File: config.mk
export PLATFORM = sky130hd
export DESIGN_NAME = dp_output_queue_bank
export DESIGN_NICKNAME = d
export VERILOG_FILES = /design/src/rtl/dp_output_queue_bank.sv
export SDC_FILE = /design/constraint.sdc
export NUM_CORES = 1
export LEC_CHECK = 0
export BUFFER_PORTS_ARGS = -buffer_cell sky130_fd_sc_hd__buf_2
export CAP_MARGIN = 20
export CORE_MARGIN = 8
export CORE_UTILIZATION = 60
export CTS_CLUSTER_DIAMETER = 30
export DETAILED_ROUTE_END_ITERATION = 7
export PLACE_DENSITY = 0.79
export SETUP_SLACK_MARGIN = 0.1
export SLEW_MARGIN = 10
export SYNTH_ARGS = -nofsm -noshare
export SYNTH_HDL_FRONTEND = slang
export SYNTH_SLANG_ARGS = --single-unit
File: constraint.sdc
create_clock -name clock_2x -period 5.8 [get_ports clock_2x]
set_clock_uncertainty 0.2 [all_clocks]
set_input_delay 0.29 -clock clock_2x [delete_from_list [all_inputs] [get_ports clock_2x]]
set_output_delay 0.29 -clock clock_2x [all_outputs]
set_load 0.005 [all_outputs]
File: src/rtl/dp_output_queue_bank.sv
// Bank of N independent first-word-fall-through output queues on clock_2x.
// Each queue exposes its head word, occupancy, empty/full and sticky error flags.
module dp_output_queue_bank #(
  parameter int unsigned N         = 1,
  parameter int unsigned WIDTH     = 32,
  parameter int unsigned LOG_DEPTH = 3
) (
  input  logic                       clock_2x,
  input  logic                       reset,
  input  logic [N-1:0]               enqueue,
  input  logic [N*WIDTH-1:0]         data_in,
  input  logic [N-1:0]               dequeue,
  output logic [N*WIDTH-1:0]         data_out,
  output logic [N-1:0]               empty,
  output logic [N-1:0]               full,
  output logic [N*(LOG_DEPTH+1)-1:0] count,
  output logic [N-1:0]               overflow,
  output logic [N-1:0]               underflow
);

  localparam int unsigned DEPTH = 2 ** LOG_DEPTH;
  localparam int unsigned CW    = LOG_DEPTH + 1;

  for (genvar i = 0; i < N; i++) begin : g_queue
    logic [WIDTH-1:0]     mem [DEPTH];
    logic [LOG_DEPTH-1:0] wr_ptr;
    logic [LOG_DEPTH-1:0] rd_ptr;
    logic [CW-1:0]        cnt;
    logic [CW-1:0]        cnt_nxt;
    logic                 empty_q;
    logic                 full_q;
    logic                 ovf_q;
    logic                 unf_q;
    logic                 push_ok;
    logic                 pop_ok;

    // A push into a full queue is legal when the head leaves in the same cycle.
    always_comb begin
      pop_ok  = dequeue[i] & ~empty_q;
      push_ok = enqueue[i] & (~full_q | pop_ok);
      cnt_nxt = cnt + CW'(push_ok) - CW'(pop_ok);
    end

    // Pointers, occupancy and flags; empty/full registered alongside count.
    always_ff @(posedge clock_2x) begin
      if (reset) begin
        wr_ptr  <= '0;
        rd_ptr  <= '0;
        cnt     <= '0;
        empty_q <= 1'b1;
        full_q  <= 1'b0;
        ovf_q   <= 1'b0;
        unf_q   <= 1'b0;
      end else begin
        if (push_ok) wr_ptr <= wr_ptr + LOG_DEPTH'(1);
        if (pop_ok)  rd_ptr <= rd_ptr + LOG_DEPTH'(1);
        cnt     <= cnt_nxt;
        empty_q <= (cnt_nxt == '0);
        full_q  <= (cnt_nxt == CW'(DEPTH));
        if (enqueue[i] & ~push_ok) ovf_q <= 1'b1;
        if (dequeue[i] & empty_q)  unf_q <= 1'b1;
      end
    end

    // Storage is deliberately left uncleared by reset.
    always_ff @(posedge clock_2x) begin
      if (!reset && push_ok) mem[wr_ptr] <= data_in[i*WIDTH +: WIDTH];
    end

    assign data_out[i*WIDTH +: WIDTH] = mem[rd_ptr];
    assign count[i*CW +: CW]          = cnt;
    assign empty[i]                   = empty_q;
    assign full[i]                    = full_q;
    assign overflow[i]                = ovf_q;
    assign underflow[i]               = unf_q;
  end

endmodule

After elaboration in Yosys (flattened, before gate mapping). Memories as Yosys holds them, arrays and structs flattened. A register that Yosys moved wholly into a read port is not among the register bits. Cells that the tools add are included.

Bits in registers: 14. Memory bits (writable): 256. Input port bits: 36. Output and inout bits: 40. Word-level logic and storage cells: 28. Memories: 1.

Memories: g_queue[0].mem (depth 8, bits a word 32, read ports 1, clocked after memory_dff 1, wr ports 1, RTL line 25) `logic [WIDTH-1:0] mem [DEPTH];`.

Add/subtract/negate cells: 4. Equality and inequality tests: 1. Muxes and demuxes: 4. Bitwise operators: 8. Reduce and logical (&&, ||, !) cells: 3.

Operator list (number): $add 3x1->3 const B (2); $mux 3 (2); $add 4x1->4 (1); $and 1x1->1 (4); $eq 4x4->1 const B (1); $logic_not 4->1 (1); $sub 4x1->4 (1); $not 1->1 (3); $mux 1 (2); $logic_and 1x1->1 (1); $logic_not 1->1 (1); $or 1x1->1 (1).

Depth between registers and ports, before layout. Gate-level depths: netlist (run 1).

Word-level depth: 7. Gate-level depth with buffers: 10.

Least setup slack after synthesis (run 1). No wires, ideal clock.

Path type: register to register. Start: register g_queue[0].empty_q (netlist: empty). End: memory g_queue[0].mem[0][0], enable pin. Arrival: 4.093 ns. Required time: 5.087 ns. Slack: 0.994 ns. Cell stages (with the launch flop): 5. Clock period less this slack: 4.806 ns. Path through: dfxtp_1 -> nor2b_1 -> buf_2 -> o21ai_2 -> nor4b_1.

Cells in the longest elaborated chain, start to end: 7.

Ends and longest elaborated chain: start, declared (RTL line 30) `logic empty_q;`; start signal, assigned (RTL line 58) `empty_q <= (cnt_nxt == '0);`; $not 1->1 (RTL line 39) `pop_ok = dequeue[i] & ~empty_q;`; $and 1x1->1 (RTL line 39); named net g_queue[0].pop_ok (RTL line 35) `logic pop_ok;`; $or 1x1->1 (RTL line 40) `push_ok = enqueue[i] & (~full_q | pop_ok);`; $and 1x1->1 (RTL line 40); $logic_and 1x1->1 (RTL line 67) `if (!reset && push_ok) mem[wr_ptr] <= data_in[i*WIDTH +: WIDTH];`; $mux 1 (RTL line 67); $mux 1 (not written as such) (RTL line 67); end, declared (RTL line 25).

The timed path passes the listed nets, and every way through them passes these cells.

==> results of run 1 <==
-- per-layer routing --
layer,GRT usage (%),up-vias
li1,-,2216
met1,24.5,2622
met2,34.4,243
met3,4.56,48
met4,9.08,0
met5,0,-
-- worst max path at each step --
stage / endpoint / depth (start not counted)
after floorplan: g_queue[0].mem[0][0] / 4
after global placement: g_queue[0].mem[1][4] / 5
after detailed placement: g_queue[0].mem[6][14] / 5
after CTS: data_out[15] / 4
after global routing: data_out[15] / 4
final: data_out[15] / 4
-- power by group through the flow --
stage	Sequential [mW]	Combinational [mW]	Clock, mW
final	2.34	0.751	2.36
after global routing	2.35	0.812	2.49
after CTS	2.34	0.759	2.40
after detailed placement	2.38	0.719	0
after global placement	2.37	0.692	0
after floorplan	2.34	0.532	0
-- metrics by stage --
step / setup WS [ns] / area, um^2 / total power, mW / hold slack, ns
3_3_place_gp: 2.70 / 11200 / 3.06 / 0.253
4_1_cts: 2.29 / 12900 / 5.50 / 0.339
2_1_floorplan: 0.994 / 10500 / 2.87 / 0.189
3_5_place_dp: 2.74 / 11200 / 3.10 / 0.255
5_1_grt: 2.20 / 13000 / 5.65 / 0.389
6_report: 2.34 / 13000 / 5.46 / 0.339
-- cell type report --
cell class	count	area, um^2
clock buffer	41	1030
tap	225	282
multi-input combinational	151	2380
inverter	6	22.5
clock inverter	31	305
fill	880	4280
sequential	273	8030
timing repair buffer	126	907
-- state kept, by name, summed over array words and instances, names as in the netlist, named ones only --
register,flops
count,4
empty,1
full,1
g_queue.mem,256
g_queue.rd_ptr,3
g_queue.wr_ptr,3
overflow,1
underflow,1
-- what timing repair did --
action,CTS,global route
setup buffers,0,0
hold buffers,37,0
endpoints found under the hold margin,271,0
-- worst reg2reg max path, cell delays in order, from the launching register on --
cell     delay, ns
dfxtp_1       0.32
nor2b_1       0.45
o21ai_2       0.25
ha_1          0.36
inv_1         0.05
ha_1          0.20
fa_1          0.42
xor2_1        0.19
nor3_1        0.22
nor3b_1       0.20
-- kinds of logic after synthesis --
group / after synthesis / synth area share, %
flops: 273 / 76.3
mux: 98 / 18.7
xor+xnor: 7 / 0.583
buf+inv: 27 / 1.55
compound gates: 7 / 0.440
simple gates: 32 / 1.45
fa+ha+maj: 7 / 0.904
-- cell usage in the layout (no fill, tap or decap), drive strengths merged --
cell type	instances
nand2	3
nor3	4
inv	16
dfxtp	17
a21o	2
mux2	32
a21oi	3
nor4	1
xor2	4
xnor2	3
nand3b	1
edfxtp	256
ha	6
mux2i	2
o21ai	1
mux4	64
dlygate4sd3	37
or2	1
clkbuf	41
fa	1
nor4b	1
nor2b	4
o211ai	1
bufinv	3
clkinvlp	8
clkinv	10
nor3b	1
buf	89
nor2	16
==> summary.md, run 1 <==
| Metric | Value |
|---|---|
| Status | completed |
| CTS buffer count | 40 |
| Fin crit share | about three fifths |
| Pre-Repair DR Iteration Count | 4 |
| Synth Net Count | 494 |
| Yosys top cell area share | approximately 73% |
| Clock-pin slew on the worst setup and hold paths | approximately 0.060 ns |
| DR vias/cell | 6.01 |
| DP Wirelength | ~11 mm |
| Fin util | between 70 and 80% |
| Number of distinct library cells after synthesis | 28 |
| Sequential-to-total area share from yosys stat | about three quarters |
| Yosys warns | 0 |
| Clk sink count | approximately 270 |
| CP bufs+invs | 2 |
| Post-DRT Antenna Nets | 0 |
| Clock latency on the worst-skew pair | just over 0.5 ns |
| Worst slew pin tran | roughly 0.99 ns |
| Wire per inst | 25.7 um |
| LEAKAGE | approximately 4.4 nW |
| Worst EP arrival | ~3 ns |
| Crit end category | output port |
| Internal power | just over 4 mW |
| Critical path fanouts, max | 39 |
| Seq cells post-synth | 273 |
| Post-Synthesis Cells | 451 |
| Vias in the first global route | between 5000 and 6000 |
| Cts repair resizes | 0 |
| Commonest cells in the netlist | edfxtp_1 (256), mux4_1 (40), mux2_2 (32) |
| Area leader, netlist | edfxtp_1 |
| Largest net degree at the start of global routing | 40 |
| Synthesized area per cell | 23.3 um^2 |
| Setup violators final | 0 |
| R2R Setup Slk | between 2 and 3 ns |
| Fin nets | roughly 640 |
| Fmax | between 200 and 300 MHz |
| Crit Path Category | register to output port |
| Grt ovf | 0 |
| Met2 WL | between 10 and 15 mm |
| RePlAce Congestion | between 0.6 and 0.7 |
| Post-Route WL | 21.9 mm |
| CP top delay family | multiplexers |
| Hold path startpoint | g_queue[0].rd_ptr[2] |
| Min Clock Period, post-route | approximately 3.5 ns |
| Power share of the clock group | between 40 and 50% |
| RSZ-0062 raised after global routing | no |
| Number of max-cap violations | 0 |
| Core box area | between 15000 and 20000 um^2 |
| Chip height | between 100 and 150 um |
| Seq pwr share | about 43% |
| Peak VDD IR | 300 uV |
| Hold EP | g_queue[0].rd_ptr[2] |
| Count leader, synth | edfxtp_1 |
| Initial DRC count | 411 |
| Die Width | ~150 um |
| Final Max Slew Viols | 0 |
| Post-Syn Area | approximately 11000 um^2 |
| Root Driver | clkbuf_16 |
| Final Hold Violating Endpoints | 0 |
| Reg2Reg Launch Point | empty |
| Port Buffers | 75 |
| RR Endpoint | full |
| Die area | ~22000 um^2 |
| Initial core utilization | roughly three fifths |
| CP max stage cell | buf_4 |
| Worst Path Required | 5.31 ns |
| CP Launch Type | register |
| Dominant synthesized flop cell | edfxtp_1 |
| Hold WC Path Type | register to register |
| Fraction of layout cells with a size suffix above 1 | around 36% |
| Fin cells | approximately 850 |
| Synth-to-layout area growth | 23.2% |
| CTS tree | built |
| H-tree levels | 2 |
| Synth top area cells | edfxtp_1 (73%), mux4_1 (10%), mux4_2 (5.1%) |
| Antenna violations before repair | 0 |
| Clk buf depth | 3 |
| CP max stage delay | 0.67 ns |
| R2R depth | 9 |
| Wl on met1 | 8.47 mm |
| Worst-path cell chain | buf_4, mux4_1, mux2_2, buf_2 |
| ANT cells | 0 |
| Pwr/cell area | 421 nW/um^2 |
| Slew headroom | 33.9% |
| Fraction of power consumed by combinational cells | 13.8% |
| Final setup TNS | 0 ns |
| Vias | just over 5000 |
| Total global-route track usage | about a fifth |
| DRC Markers | 0 |
| Met3 WL | 1.51 mm |
| Number of flops mapped to enable cells by yosys | ~260 |
| Async set or reset register ratio after synthesis | 0% |
| Post-Place Cells | 741 |
| Hold Crit Depth | 2 |
| Sw power | between 1 and 1.5 mW |
| Switch share | between 20% and 30% |
| Cell Rows | 48 |
| # IOs | 76 |
| Highest metal used | met4 |
| First-pass GRT wire length | between 30 and 40 mm |
Note: power is estimated with default switching activity, not from simulation.
==> inputs of run 2 (changes only) <==
--- a/config.mk
+++ b/config.mk
@@ -5,13 +5,14 @@
 export SDC_FILE = /design/constraint.sdc
 export NUM_CORES = 1
 export LEC_CHECK = 0
+export ABC_AREA = 1
 export BUFFER_PORTS_ARGS = -buffer_cell sky130_fd_sc_hd__buf_2
 export CAP_MARGIN = 20
 export CORE_MARGIN = 8
-export CORE_UTILIZATION = 60
+export CORE_UTILIZATION = 54
 export CTS_CLUSTER_DIAMETER = 30
 export DETAILED_ROUTE_END_ITERATION = 7
-export PLACE_DENSITY = 0.79
+export PLACE_DENSITY = 0.75
 export SETUP_SLACK_MARGIN = 0.1
 export SLEW_MARGIN = 10
 export SYNTH_ARGS = -nofsm -noshare
==> constraint.sdc (replaced) <==
create_clock -name clock_2x -period 3 [get_ports clock_2x]
set_clock_uncertainty 0.2 [all_clocks]
set_input_delay 0.15 -clock clock_2x [delete_from_list [all_inputs] [get_ports clock_2x]]
set_output_delay 0.15 -clock clock_2x [all_outputs]
set_load 0.005 [all_outputs]
==> run 2 against run 1 <==
Effect of this change:
- sequential cell count did not move
- global-route usage fell by 1.1 points
- final cell count rose by 62%
- register-to-register slack got worse by 2.2 ns
- design area rose by 4.1%
- core utilization fell by 8.1 points
- sequential power rose by 89%
- first-iteration DRC count rose by 17%
- critical path depth rose by 4
- die area rose by 14%
- synthesized area rose by 4.5%
- non-clock buffer count rose by 3
- largest power group unchanged
==> summary.md, run 2 <==
| Metric | Value |
|---|---|
| Min Clock Period, post-route | between 2 and 2.5 ns |
| Worst-path cell chain | inv_2, buf_12, nor2_1, o21ai_0, nand2_1, nand2_1, nand2_1, buf_2 |
| Hold WC Path Type | input port to register |
| CP bufs+invs | 3 |
| Cell area after layout | between 10000 and 15000 um^2 |
| CP max stage cell | inv_2 |
| Overall power | about 12 mW |
| CTS tree | built |
| LEAKAGE | roughly 5.2 nW |
| Post-Place Cells | ~1300 |
| Post-Synthesis Cells | between 900 and 1000 |
| Peak VDD IR | ~660 uV |
| Grt ovf | 0 |
| Yosys top cell area share | 70.0% |
| Port Buffers | 75 |
| Final Hold Violating Endpoints | 0 |
| Fmax | roughly 400 MHz |
| RePlAce Congestion | about 0.77 |
| Dominant synthesized flop cell | edfxtp_1 |
| Area leader, netlist | edfxtp_1 |
| Clk sink count | approximately 270 |
| Core box area | ~20000 um^2 |
| Most frequent cells in the layout | nor2_1 (270), edfxtp_1 (256), nand2_1 (181) |
| Antenna violations before repair | 1 |
| Cts repair resizes | 0 |
| Status | completed |
| Worst slack at placement | ~0.66 ns |
| Slew headroom | between 40% and 50% |
| Crit Path Category | register to output port |
| Chip height | 159 um |
| Post-DRT Antenna Nets | 0 |
| Post-Route WL | between 20 and 25 mm |
| Final Max Slew Viols | 0 |
| Setup WS post-layout | between 0.5 and 0.6 ns |
| RSZ-0062 raised after global routing | no |
| Post-CTS Setup Bufs | 0 |
| Largest net degree at the start of global routing | 129 |
| First-pass GRT wire length | roughly 37 mm |
| Die Width | 159 um |
| Cell Rows | 52 |
| Sw power | ~3.2 mW |
| Synthesized area per cell | between 10 and 15 um^2 |
| Seq pwr share | a little under two fifths |
| Final setup TNS | 0 ns |
| DP Wirelength | between 10 and 15 mm |
| Crit end category | output port |
| Commonest cells in the netlist | nor2_1 (274), edfxtp_1 (256), nand2_1 (181) |
| Pwr/cell area | ~860 nW/um^2 |
| Switch share | between 20% and 30% |
| Worst Path Required | 2.65 ns |
| Critical path fanouts, max | 36 |
| Most common cell on crit path | nand2_1 |
| Vias | roughly 7000 |
| Yosys warns | 0 |
| Worst EP arrival | approximately 2.1 ns |
| Seq cells post-synth | around 270 |
| DR vias/cell | roughly 5.2 |
| Die area | approximately 25000 um^2 |
| H-tree levels | 2 |
| Clock latency on the worst-skew pair | between 0.5 and 0.6 ns |
| Power share of the clock group | between 40% and 50% |
| Clk buf depth | 3 |
| Placement Cell Area | 11600 um^2 |
| CP Launch Type | register |
| Reg2Reg Launch Point | empty |
| Fin util | 67.1% |
| DRC Markers | 0 |
| Async set or reset register ratio after synthesis | 0% |
| Max FFs per register | roughly 260 |
| Vias in the first global route | ~7300 |
| Hold buffers post-CTS | 37 |
| Worst slew pin tran | between 0.7 and 0.8 ns |
| Fin crit share | around 82% |
| Post-Syn Area | 11000 um^2 |
| Synth top area cells | edfxtp_1 (70%), nor2_1 (9.4%), nand2_1 (6.2%) |
| Pre-Repair DR Iteration Count | 5 |
| Count leader, synth | nor2_1 |
| Wire per inst | between 15 and 20 um |
| Commonest non-fill, non-tap cell in the layout | nor2_1 |
| Number of distinct library cells after synthesis | 23 |
| Fin nets | 1121 |
| Initial DRC count | about 480 |
| CP max stage delay | between 0.4 and 0.5 ns |
| Reg with most FFs | g_queue.mem |
| Setup violators final | 0 |
| Number of max-cap violations | 0 |
| Clock-pin slew on the worst setup and hold paths | around 0.05 ns |
| CP top delay family | buffers and inverters |
| Total global-route track usage | 19.2% |
| Hold slack | 0.246 ns |
| Number of flops mapped to enable cells by yosys | approximately 260 |
| Root Driver | clkbuf_16 |
| Sequential-to-total area share from yosys stat | 73.1% |
| # IOs | 76 |
| Fraction of layout cells with a size suffix above 1 | approximately 16% |
| Initial core utilization | between 50% and 60% |
| Fin cells | ~1400 |
| Hold path startpoint | data_in[19] |
| Fraction of power consumed by combinational cells | between 10% and 20% |
| Synth Net Count | around 1000 |
| Internal power | ~8.4 mW |
| CTS buffer count | 42 |
| Synth-to-layout area growth | 22.7% |
-- run 2: cell count changes in the layout (fill, tap and decap cells not counted), sizes merged, moves of 3 or more --
cell / change
buf: +3
bufinv: +3
clkbuf: +9
inv: +11
mux2: -32
mux4: -64
nand2: +178
nand3: +5
nor2: +258
nor2b: -4
o21ai: +130
-- run 2: area by class of cell --
class | instances | area, um^2
clock buffers | 50 | 1140
fillers | 1391 | 6620
repair buffers | 129 | 948
diodes | 1 | 2.50
multi-input cells | 611 | 2610
well taps | 270 | 338
inverters | 21 | 78.8
clock inverters | 27 | 328
flip-flops and latches | 273 | 8030
-- run 2: path summary, 6_finish.rpt --
path	to	slack (ns)	depth (start not counted)
worst max-delay path	data_out[4]	0.53	8
worst min-delay path	g_queue[0].mem[5][19]	0.25	2
worst max register to register	empty	0.65	11
worst min register to register	g_queue[0].rd_ptr[2]	0.27	2
-- run 2: metal layers --
layer / wire length, um / up-vias / global-route usage [%]
met1: 9860 / 3417 / 24.2
met4: 488 / 0 / 6.78
met2: 11700 / 243 / 32.6
li1: - / 3498 / -
met3: 1420 / 37 / 3.61
met5: 0 / - / 0
-- run 2: kinds of logic after synthesis --
kind of cell | count (synthesis) | synth area share (%)
AND/OR/NAND/NOR | 465 | 16.0
flip-flops | 273 | 73.1
AO/OA/AOI/OAI | 136 | 6.22
buffers and inverters | 70 | 3.62
adder cells (fa/ha/maj) | 7 | 0.865
XOR/XNOR | 3 | 0.239
-- run 2: power by group through the flow --
| stage | Clock, mW | Sequential, mW | Combinational, mW |
|---|---|---|---|
| 2_1_floorplan | 0 | 4.49 | 1.49 |
| 3_3_place_gp | 0 | 4.49 | 2.08 |
| 3_5_place_dp | 0 | 4.49 | 2.14 |
| 4_1_cts | 5.03 | 4.42 | 2.21 |
| 5_1_grt | 5.19 | 4.44 | 2.49 |
| 6_report | 4.96 | 4.42 | 2.18 |
